### src/rtl/eth_pkg.sv
// Shared Ethernet/MII definitions: transmit FSM states,
// default inter-packet gap and MII nibble width.
package eth_pkg;

   typedef enum logic [2:0] {
      IDLE,
      LO,
      HI,
      ERR,
      DRAIN,
      IPG
   } state_t;

   localparam int ETH_IPG_NIBBLES = 24;
   localparam int MII_W = 4;

endpackage

### src/rtl/mii_tx.sv
// Byte stream to 4-bit MII transmit serializer with
// inter-packet gap enforcement and underrun signalling.
module mii_tx
   import eth_pkg::*;
#(
   parameter int IPG_NIBBLES = ETH_IPG_NIBBLES
) (
   input  logic             in_txc,
   input  logic             in_rst_n,
   input  logic             in_valid,
   input  logic [7:0]       in_data,
   input  logic             in_last,
   output logic             out_ready,
   output logic             out_mii_txen,
   output logic [MII_W-1:0] out_mii_txd,
   output logic             out_mii_txer,
   output logic             out_busy,
   output logic             out_underrun
);

   localparam int CW = $clog2(IPG_NIBBLES);
   localparam logic [CW-1:0] CNT_LOAD = CW'(IPG_NIBBLES - 2);

   state_t           state_q, state_d;
   logic [7:0]       byte_q, byte_d;
   logic             last_q, last_d;
   logic [CW-1:0]    cnt_q, cnt_d;
   logic             txen_d, txer_d, und_d;
   logic [MII_W-1:0] txd_d;
   logic             accept;

   assign out_busy = (state_q != IDLE);
   assign accept   = in_valid && out_ready;

   always_comb begin
      out_ready = 1'b0;
      if (in_rst_n) begin
         unique case (state_q)
            IDLE, DRAIN: out_ready = 1'b1;
            HI:          out_ready = !last_q;
            default:     out_ready = 1'b0;
         endcase
      end
   end

   // Outputs are computed from the next state so they register
   // in the same edge that enters the state.
   always_comb begin
      state_d = state_q;
      byte_d  = byte_q;
      last_d  = last_q;
      cnt_d   = cnt_q;
      txen_d  = 1'b0;
      txd_d   = '0;
      txer_d  = 1'b0;
      und_d   = 1'b0;
      unique case (state_q)
         IDLE: begin
            if (accept) begin
               state_d = LO;
               byte_d  = in_data;
               last_d  = in_last;
               txen_d  = 1'b1;
               txd_d   = in_data[3:0];
            end
         end
         LO: begin
            state_d = HI;
            txen_d  = 1'b1;
            txd_d   = byte_q[7:4];
         end
         HI: begin
            if (accept) begin
               state_d = LO;
               byte_d  = in_data;
               last_d  = in_last;
               txen_d  = 1'b1;
               txd_d   = in_data[3:0];
            end else if (last_q) begin
               state_d = IPG;
               cnt_d   = CNT_LOAD;
            end else begin
               state_d = ERR;
               txen_d  = 1'b1;
               txer_d  = 1'b1;
               und_d   = 1'b1;
            end
         end
         ERR: state_d = DRAIN;
         DRAIN: begin
            if (accept && in_last) begin
               state_d = IPG;
               cnt_d   = CNT_LOAD;
            end
         end
         IPG: begin
            if (cnt_q == '0) begin
               state_d = IDLE;
            end else begin
               cnt_d = cnt_q - 1'b1;
            end
         end
         default: state_d = IDLE;
      endcase
   end

   always_ff @(posedge in_txc) begin
      if (!in_rst_n) begin
         state_q      <= IDLE;
         byte_q       <= '0;
         last_q       <= 1'b0;
         cnt_q        <= '0;
         out_mii_txen <= 1'b0;
         out_mii_txd  <= '0;
         out_mii_txer <= 1'b0;
         out_underrun <= 1'b0;
      end else begin
         state_q      <= state_d;
         byte_q       <= byte_d;
         last_q       <= last_d;
         cnt_q        <= cnt_d;
         out_mii_txen <= txen_d;
         out_mii_txd  <= txd_d;
         out_mii_txer <= txer_d;
         out_underrun <= und_d;
      end
   end

endmodule

### config.mk
export PLATFORM = sky130hd
export DESIGN_NAME = mii_tx
export DESIGN_NICKNAME = d
export VERILOG_FILES = /design/src/rtl/eth_pkg.sv /design/src/rtl/mii_tx.sv
export SDC_FILE = /design/constraint.sdc
export NUM_CORES = 1
export LEC_CHECK = 0
export BUFFER_PORTS_ARGS = -buffer_cell sky130_fd_sc_hd__buf_2
export CAP_MARGIN = 20
export CORE_ASPECT_RATIO = 1.2
export CORE_MARGIN = 5
export CORE_UTILIZATION = 52
export CTS_CLUSTER_DIAMETER = 40
export DETAILED_ROUTE_END_ITERATION = 10
export GPL_ROUTABILITY_DRIVEN = 0
export HOLD_SLACK_MARGIN = 0.02
export PLACE_DENSITY = 0.77
export SKIP_LAST_GASP = 1
export SLEW_MARGIN = 25
export SYNTH_ARGS = -nofsm -noshare
export SYNTH_HDL_FRONTEND = slang
export SYNTH_SLANG_ARGS = --single-unit
export TNS_END_PERCENT = 30
### constraint.sdc
create_clock -name in_txc -period 1.65 [get_ports in_txc]
set_input_delay 0.2475 -clock in_txc [delete_from_list [all_inputs] [get_ports in_txc]]
set_output_delay 0.2475 -clock in_txc [all_outputs]
set_load 0.005 [all_outputs]
==> flow_summary.json <==
{
  "postCtsHoldBufs": 0,
  "ys_types": 40,
  "port_buffers": 20,
  "clockPowerShare": 0.255,
  "synthFlopType": "dfxtp_1",
  "grt_pass1_vias": 740,
  "dpl_cell_area_mm2": 0.00106,
  "synth_nets": 117,
  "via_count": 809,
  "ir_drop_mv": 0.464,
  "hold_viol_final": 0,
  "holdWs_ns": 0.156,
  "ant_nets": 0,
  "internal_power_mw": 0.656,
  "cpPeakStageDelay_ns": 0.50,
  "switchingPower_mw": 0.258,
  "synth_edf_count": 0,
  "critPathLaunchType": "flip-flop",
  "grt_util_all_layers": 0.138,
  "outcome": "finished, final reports clean",
  "tritoncts": "yes",
  "pwr-share-seq": 0.558,
  "cp_cell_sequence": "inv_1 -> ha_1 -> or4b_4 -> nand3_4 -> o41ai_2 -> o221a_1",
  "drt-wirelength-per-cell_um": 13.8,
  "grt_pass1_wl_um": 3140,
  "min_path_type": "input port to flip-flop",
  "crit_arrival_ns": 1.83,
  "fin_area_mm2": 0.00111,
  "firstDrtPassIters": 4,
  "power_leakage_nw": 0.509,
  "layout.nets": 139,
  "critPathCaptureType": "flip-flop",
  "path_clk_slew_ns": 0.11,
  "dieArea_mm2": 0.00280,
  "cts_sinks": 19,
  "slew_headroom": 0.767,
  "wl_um": 1970,
  "syn_to_final_growth_pct": 15.8,
  "required_ns": 1.84,
  "cp_max_fo": 5,
  "ys_seq_elements": 19,
  "dp_hpwl_um": 1450,
  "period_needed_ns": 1.63,
  "r2r_cells": 6,
  "tightest_slew_ns": 0.347,
  "timing.fmax_ghz": 0.612,
  "synth.avg_cell_area_um2": 9.29,
  "layout_setup_ws_ns": 0.0150,
  "cts_made_buffers": 3,
  "fp-row-count": 17,
  "drt_iter0_drc": 19,
  "root_buffer": "clkbuf_4",
  "ys_warn_count": 0,
  "io_pins": 21,
  "antenna_found_initial": 0,
  "fin_tns_setup_ns": 0,
  "antenna_cells": 0,
  "cts_setup_buffers": 0,
  "p_total_mw": 0.914,
  "core_mm2": 0.00181,
  "vias_per_cell": 5.66,
  "crit_buf_inv": 1,
  "die_x_um": 49.2,
  "initial_core_util": 0.529,
  "worstSetupPathType": "flip-flop to flip-flop",
  "grt_overflow": 0,
  "cpMaxStageDelayCell": "or4b_4",
  "holdPathStages": 2,
  "slew_violations": 0,
  "grt_max_degree": 13,
  "syn_area_um2": 957,
  "power_density_mw_per_mm2": 824,
  "setup_viol": 0,
  "route.detailed.drc": 0,
  "synthArstFlopShare": 0,
  "cts.htree.levels": 1,
  "place_ws_ns": 0.0316,
  "combPwrFrac": 0.187,
  "yosysSeqAreaShare": 0.397,
  "fin_worst_skew_ns": 0.00239,
  "maxCapViolCount": 0,
  "swShare": 0.282,
  "drive_gt1_frac": 0.282,
  "syn_inst": 103,
  "fin_crit_sh": 0.991,
  "cts_buffer_depth": 2,
  "crit_family": "simple AND/OR/NAND/NOR gates",
  "rsz0062_at_grt": "yes",
  "clock_latency_ns": 0.29,
  "die_h_um": 57,
  "crit_cells": 6
}
-- cells in the final DEF, fill, tap and decap left out, types with 2 or more instances in the layout --
cell / synthesis / layout
buf_2: 1 / 20
buf_4: 2 / 3
a21oi_1: 2 / 2
dfxtp_1: 19 / 18
nor3_1: 2 / 2
ha_1: 2 / 2
nor2_1: 6 / 6
mux2i_1: 6 / 6
a22o_1: 4 / 4
inv_1: 4 / 4
nand2_1: 11 / 11
o21ai_0: 5 / 5
nand3_1: 2 / 2
and2_1: 2 / 2
o2111a_1: 2 / 2
nor2b_1: 7 / 7
and3b_1: 2 / 2
clkbuf_4: 0 / 3
-- cell usage after synthesis (4+ instances only) --
cell type   n  area share
nor2_1      6       0.024
dfxtp_1    19        0.40
o21ai_0     5       0.026
mux2i_1     6       0.063
a22o_1      4       0.037
nand2_1    11       0.043
nor2b_1     7       0.046
inv_1       4       0.016
-- cell families after synthesis --
logic type,count (synthesis),share of synthesized area
AOI/OAI and AO/OA,25,0.209
adders and majority gates,2,0.0261
buffers and inverters,10,0.0562
DFF,19,0.397
muxes,6,0.0627
and+or+nand+nor,41,0.248
-- through the flow --
step,cells,util
after floorplan,103,-
after global placement,139,0.589
after detailed placement,139,0.589
after CTS,143,0.604
after global routing,143,0.613
final,143,0.613
-- registers in the layout, indices dropped and copies added, names as in the netlist --
name / count
last_q: 1
out_mii_txen: 1
state_q: 3
cnt_q: 5
out_underrun: 1
out_mii_txd: 4
byte_q: 4
-- area by class of cell --
class                      instances  area [um^2]
inverter                           4         15.0
timing repair buffer              23          123
fill                             156          699
clock buffer                       3         22.5
sequential                        19          382
clock inverter                     1         5.00
tap                               19         23.8
multi-input combinational         74          538
-- worst paths after layout --
path                    from             end  slack, ns
setup / recovery    cnt_q[0]        cnt_q[3]       0.02
hold / removal    in_data[0]  out_mii_txd[0]       0.16
setup reg to reg    cnt_q[0]        cnt_q[3]       0.02
hold reg to reg     cnt_q[1]        cnt_q[1]       0.48
-- power groups by stage --
stage | Clock [mW] | Combinational, mW | Sequential (mW)
finish | 0.233 | 0.171 | 0.510
global route | 0.263 | 0.192 | 0.514
global placement | 0 | 0.163 | 0.517
CTS | 0.241 | 0.168 | 0.507
floorplan | 0 | 0.131 | 0.504
detailed placement | 0 | 0.167 | 0.518
-- what timing repair did --
item,4_1_cts,5_1_grt
gates resized for setup,0,3
hold endpoints to repair,0,0
endpoints found under the setup margin,0,4
-- routing by layer --
| metal | share of wire | vias to the layer above | GRT usage |
|---|---|---|---|
| met4 | 0.0086 | 0 | 0.0692 |
| met5 | 0 | - | 0 |
| met2 | 0.48 | 12 | 0.227 |
| li1 | - | 415 | - |
| met1 | 0.47 | 380 | 0.174 |
| met3 | 0.040 | 2 | 0.0209 |
Note: power is estimated with default switching activity, not from simulation.
